**config.mk**
```make
export PLATFORM = sky130hd
export DESIGN_NAME = gsqrt_sched
export DESIGN_NICKNAME = d
export VERILOG_FILES = /design/src/rtl/gsqrt_sched.sv
export SDC_FILE = /design/constraint.sdc
export NUM_CORES = 1
export LEC_CHECK = 0
export CORE_UTILIZATION = 54
export DETAILED_ROUTE_END_ITERATION = 7
export MAX_ROUTING_LAYER = met4
export PLACE_DENSITY = 0.91
export SETUP_SLACK_MARGIN = 0.1
export SYNTH_ARGS = -nofsm -noshare
export SYNTH_HDL_FRONTEND = slang
export SYNTH_SLANG_ARGS = --single-unit
export TNS_END_PERCENT = 20
```
**constraint.sdc**
```tcl
create_clock -name clk -period 2.3 [get_ports clk]
set_clock_uncertainty 0.1 [all_clocks]
set_input_delay 0.345 -clock clk [delete_from_list [all_inputs] [get_ports clk]]
set_output_delay 0.345 -clock clk [all_outputs]
set_load 0.05 [all_outputs]
```
**src/rtl/gsqrt_sched.sv**
```systemverilog
// gsqrt_sched
//   Schedules jobs from two requesters onto one shared stochastic sqrt
//   datapath. A granted job clears the datapath, runs WARM warm-up cycles
//   whose output is discarded, then counts datapath output ones over a
//   2^W cycle RUN window and returns that count to the requester.
//
// Ports
//   clk, rst_n            clock, asynchronous active-low reset
//   req_valid[1:0]        per-requester job request
//   req0_data, req1_data  W-bit unsigned operands
//   req_ready[1:0]        one-cycle accept strobe (combinational, IDLE only)
//   rsp_valid/rsp_ready   result handshake
//   rsp_id, rsp_data      requester index and W+1 bit ones count
//   dp_clr, dp_en         datapath clear pulse and stream-active flag
//   dp_in, dp_rand        datapath input bitstream and comparator random
//   dp_out                datapath output bit (combinational this cycle)
module gsqrt_sched #(
    parameter int BW   = 5,
    parameter int WARM = 4,
    parameter int SEED = 1
) (
    input  logic          clk,
    input  logic          rst_n,
    input  logic [1:0]    req_valid,
    input  logic [BW:0]   req0_data,
    input  logic [BW:0]   req1_data,
    output logic [1:0]    req_ready,
    output logic          rsp_valid,
    input  logic          rsp_ready,
    output logic          rsp_id,
    output logic [BW+1:0] rsp_data,
    output logic          dp_clr,
    output logic          dp_en,
    output logic          dp_in,
    output logic [BW:0]   dp_rand,
    input  logic          dp_out
);
    localparam int W = BW + 1;

    // Feedback tap masks (bit k = state bit k) for maximal-length
    // Fibonacci LFSRs, W = 3..8.
    localparam logic [7:0] TAP8 = (W == 3) ? 8'h06 :
                                  (W == 4) ? 8'h0C :
                                  (W == 5) ? 8'h14 :
                                  (W == 6) ? 8'h30 :
                                  (W == 7) ? 8'h60 : 8'hB8;
    localparam logic [W-1:0] TAPS      = TAP8[W-1:0];
    localparam logic [W-1:0] SEED_W    = W'(SEED);
    localparam logic [7:0]   WARM_LAST = (WARM > 0) ? 8'(WARM - 1) : 8'd0;

    typedef enum logic [2:0] {
        ST_IDLE,
        ST_CLR,
        ST_WARM,
        ST_RUN,
        ST_DONE
    } state_e;

    state_e       state_q, state_d;
    logic         ptr_q, ptr_d;
    logic         id_q, id_d;
    logic [W-1:0] op_q, op_d;
    logic [W-1:0] lfsr_q, lfsr_d;
    logic [7:0]   warm_cnt_q, warm_cnt_d;
    logic [W-1:0] run_cnt_q, run_cnt_d;
    logic [W:0]   ones_q, ones_d;

    logic         grant_idx;
    logic [W-1:0] lfsr_next;
    logic [W-1:0] lfsr_rev;

    // Both valid: pointer holder wins; single valid: that requester wins.
    assign grant_idx = (req_valid == 2'b11) ? ptr_q : req_valid[1];
    assign lfsr_next = {lfsr_q[W-2:0], ^(lfsr_q & TAPS)};

    always_comb begin
        lfsr_rev = '0;
        for (int unsigned i = 0; i < W; i++) begin
            lfsr_rev[i] = lfsr_q[W-1-i];
        end
    end

    // State register and job datapath registers
    always_ff @(posedge clk or negedge rst_n) begin
        if (!rst_n) begin
            state_q    <= ST_IDLE;
            ptr_q      <= 1'b0;
            id_q       <= 1'b0;
            op_q       <= '0;
            lfsr_q     <= SEED_W;
            warm_cnt_q <= '0;
            run_cnt_q  <= '0;
            ones_q     <= '0;
        end else begin
            state_q    <= state_d;
            ptr_q      <= ptr_d;
            id_q       <= id_d;
            op_q       <= op_d;
            lfsr_q     <= lfsr_d;
            warm_cnt_q <= warm_cnt_d;
            run_cnt_q  <= run_cnt_d;
            ones_q     <= ones_d;
        end
    end

    // Next-state logic
    always_comb begin
        state_d = state_q;
        case (state_q)
            ST_IDLE: if (|req_valid) state_d = ST_CLR;
            ST_CLR:  state_d = (WARM > 0) ? ST_WARM : ST_RUN;
            ST_WARM: if (warm_cnt_q == WARM_LAST) state_d = ST_RUN;
            ST_RUN:  if (run_cnt_q == '1) state_d = ST_DONE;
            ST_DONE: if (rsp_ready) state_d = ST_IDLE;
            default: state_d = ST_IDLE;
        endcase
    end

    // Job datapath updates
    always_comb begin
        ptr_d      = ptr_q;
        id_d       = id_q;
        op_d       = op_q;
        lfsr_d     = lfsr_q;
        warm_cnt_d = warm_cnt_q;
        run_cnt_d  = run_cnt_q;
        ones_d     = ones_q;
        case (state_q)
            ST_IDLE: begin
                if (|req_valid) begin
                    id_d  = grant_idx;
                    op_d  = grant_idx ? req1_data : req0_data;
                    ptr_d = ~grant_idx;
                end
            end
            ST_CLR: begin
                lfsr_d     = SEED_W;
                warm_cnt_d = '0;
                run_cnt_d  = '0;
                ones_d     = '0;
            end
            ST_WARM: begin
                lfsr_d     = lfsr_next;
                warm_cnt_d = warm_cnt_q + 8'd1;
            end
            ST_RUN: begin
                lfsr_d    = lfsr_next;
                run_cnt_d = run_cnt_q + W'(1);
                // Exactly 2^W RUN cycles, so the W+1 bit count cannot wrap.
                if (dp_out) ones_d = ones_q + (W+1)'(1);
            end
            default: ;
        endcase
    end

    // Outputs
    always_comb begin
        req_ready = '0;
        rsp_valid = 1'b0;
        dp_clr    = 1'b0;
        dp_en     = 1'b0;
        case (state_q)
            ST_IDLE: if (|req_valid) req_ready = grant_idx ? 2'b10 : 2'b01;
            ST_CLR:  dp_clr = 1'b1;
            ST_WARM: dp_en = 1'b1;
            ST_RUN:  dp_en = 1'b1;
            ST_DONE: rsp_valid = 1'b1;
            default: ;
        endcase
        dp_in    = dp_en & (op_q > lfsr_q);
        dp_rand  = dp_en ? lfsr_rev : '0;
        rsp_id   = rsp_valid & id_q;
        rsp_data = rsp_valid ? ones_q : '0;
    end

endmodule

```
==> impl_metrics.ini <==
[critical_path]
slowest_stage = dfrtp_1
path_max_fanout = 3
start_kind = register
crit_path_cell_trace = ha_4 -> nand4_1 -> a21oi_1 -> o311a_4 -> buf_12
arrival_ns = 1.91
regToRegStartpoint = state_q[0]
max_stage_delay_ns = 0.44
worstPathRequired_ns = 1.86
critPathKind = register to output port
endpoint_kind = output port
crit_path_start = op_q[4]
path_buf_inv = 1
crit_family = compound AO/OA/AOI/OAI gates

[synth]
synth_top_family_by_area = compound AO/OA/AOI/OAI gates
synthSimpleGateAreaFrac_pct = 20.14
synth_nets = 281
yosys_warnings = 0
synth_seq_cells = 38
synth_flop_cell = dfrtp_1
synth_cell_types = 52
avgSynthCellArea_um2 = 9.271
synth_xor_area_share_pct = 0.3719
syn_inst = 254
synth_edf_count = 0
synth_compound_area_share_pct = 23.11
synth-seq-area-share_pct = 40.44
synth_mux_area_share_pct = 2.922
async_flop_share_pct = 100.0
synthAdderAreaFrac_pct = 4.782
syn_area_um2 = 2355

[clock_network]
cts.sinks = 38
insertion_delay_ns = 0.30
postCtsHoldBufs = 0
tritoncts = done
h-tree-depth = 2
cts.clk_slew.worst_paths_ns = 0.08
cts_buffers = 5
cts_max_path_buffers = 2
root_buffer = clkbuf_8

[global_route]
grt_pass1_vias = 1941
track_usage_pct = 27.76
grt_max_degree = 39
grt-ovfl-total = 0
grt_pass1_wl_um = 9239
grt_antenna_before_repair = 0

[die]
die-width_um = 68.04
rows = 23
die_h_um = 68.04
start_util_pct = 57.62
core_um2 = 4086
ios = 38
die_area_um2 = 4629

[detailed_routing]
wl_per_cell_um = 17.88
drt_first_pass_iters = 5
drc = 0
drt_iter0_drc = 256
vias = 2145
drt_wl_total_um = 6151
postRouteAntennaNets = 0
via_per_inst = 6.235

[power]
powerDensity_nw_per_um2 = 455.9
share_comb_of_total_power_pct = 12.1
p_leak_nw = 1.388
p_sw_share_pct = 26.37
p_int_mw = 1.045
clkPwrFrac_pct = 34.1
peakVddDrop_v = 0.0002807
sequentialPowerShare_pct = 53.9
power_mw = 1.420
switchingPower_uw = 374.3

[sta]
rsz0062_at_grt = yes
worstMarginPinSlew_ns = 0.5337
whs_ns = 0.3724
fmax_mhz = 424.9
final-setup-viol-count = 1
slew_headroom_pct = 64.42
slew_viol_final = 0
period_needed_ns = 2.354
setup_slack_ns = -0.05359
timing.final.crit_share_pct = 102.3
final-hold-violation-count = 0

[cells_and_area]
final_cell_mix = 36 x dfrtp_1, 20 x buf_12, 17 x o21ai_0, 17 x clkdlybuf4s50_1, 17 x buf_4
antenna_cells = 0
area_delta_synth_final_pct = 32.25
design_area_um2 = 3114
layout-drive-gt1-share_pct = 21.43
seqCellArea_um2 = 953.4
nNetsFinal = 320
post-route-util_pct = 76.21
fillers = 248
multi_input_area_um2 = 1252
mostFrequentLayoutCell = dfrtp_1

[run]
drv_cap = 0

[placed_design]
placed_cell_area_um2 = 2953
dp_hpwl_um = 3951
place.gp.congestion = 0.8609
io_buffers = 37

[min_path]
min_path_type = input pin to asynchronous set/reset pin

[run_status]
violations = setup timing
status = finished, violations left
-- state kept, by name, summed over array words and instances, names as in the netlist --
register and cells:
warm_cnt_q 8, ones_q 7, ptr_q 1, lfsr_q 6, id_q 1, state_q 3
run_cnt_q 6, op_q 6
-- metal layers --
| layer | global-route usage, % | up-vias | routed length [µm] |
|---|---|---|---|
| met5 | - | - | 0 |
| met4 | 11.98 | 0 | 149 |
| met3 | 4.167 | 17 | 285 |
| met2 | 42.28 | 89 | 3069 |
| met1 | 36.55 | 1033 | 2647 |
| li1 | - | 1006 | - |
-- repair_timing --
action / in CTS / in global routing
gates resized for setup: 3 / 8
pin swaps: 2 / 4
setup buffers: 3 / 1
setup endpoints to repair: 1 / 7
-- cell families after synthesis --
group	Yosys count
AOI/OAI and AO/OA	81
xor gates and xnor gates	1
adders and majority gates	9
buffers and inverters	37
DFF	38
muxes	6
and+or+nand+nor	82
-- stage by stage --
step,instances,setup WS [ns],TNS [ns]
floorplan,254,0.1221,0
global placement,332,0.2475,0
detailed placement,332,0.1984,0
CTS,343,0.1181,0
global route,344,-0.05411,-0.05411
finish,344,-0.05359,-0.05359
-- final timing paths --
path	endpoint	slack (ns)	depth (start not counted)
setup / recovery	dp_in	-0.05	5
hold / removal	run_cnt_q[5]	0.37	2
setup reg to reg	id_q	0.54	4
hold reg to reg	ones_q[6]	0.42	1
max in group asynchronous	lfsr_q[0]	1.36	2
min in group clk	ones_q[6]	0.42	1
-- worst register-to-register path, delay by kind of cell, from the launching register on --
family / cells / cell delay (ns)
simple gates: 2 / 0.53
flops: 1 / 0.48
mux: 1 / 0.33
buf+inv: 1 / 0.21
-- cell type report --
cell class / count / share of cell area, %
inverter: 15 / 1.808
multi-input combinational: 179 / 40.22
timing repair buffer: 54 / 22.42
clock inverter: 1 / 0.1607
clock buffer: 7 / 2.772
sequential: 38 / 30.61
tap: 50 / 2.009
-- Yosys cell counts, types with 3 or more instances --
cell type | instances | share of area [%]
o21ai_0 | 17 | 3.6
inv_1 | 15 | 2.4
o211ai_1 | 9 | 2.9
buf_4 | 6 | 1.9
a21o_1 | 5 | 1.6
a31oi_1 | 8 | 2.1
o22ai_1 | 3 | 0.80
nor3_1 | 5 | 1.1
ha_1 | 9 | 4.8
mux2_2 | 3 | 1.4
nand2_1 | 13 | 2.1
nand2b_1 | 9 | 2.4
nand4_1 | 5 | 1.3
nor3b_1 | 3 | 0.96
dfrtp_1 | 37 | 39
a21oi_1 | 13 | 2.8
nor2_1 | 13 | 2.1
and3_1 | 10 | 2.7
buf_6 | 4 | 1.9
nand3_1 | 5 | 1.1
a22o_1 | 10 | 3.7
clkbuf_1 | 10 | 1.6
-- power by group through the flow --
stage          logic [mW]  registers, mW  clock network [mW]
3_5_place_dp        0.171          0.775                   0
6_report            0.171          0.765               0.484
4_1_cts             0.172          0.762               0.476
2_1_floorplan       0.107          0.758                   0
5_1_grt             0.192          0.771               0.510
3_3_place_gp        0.158          0.769                   0
Power figures use the tool's default switching activity.
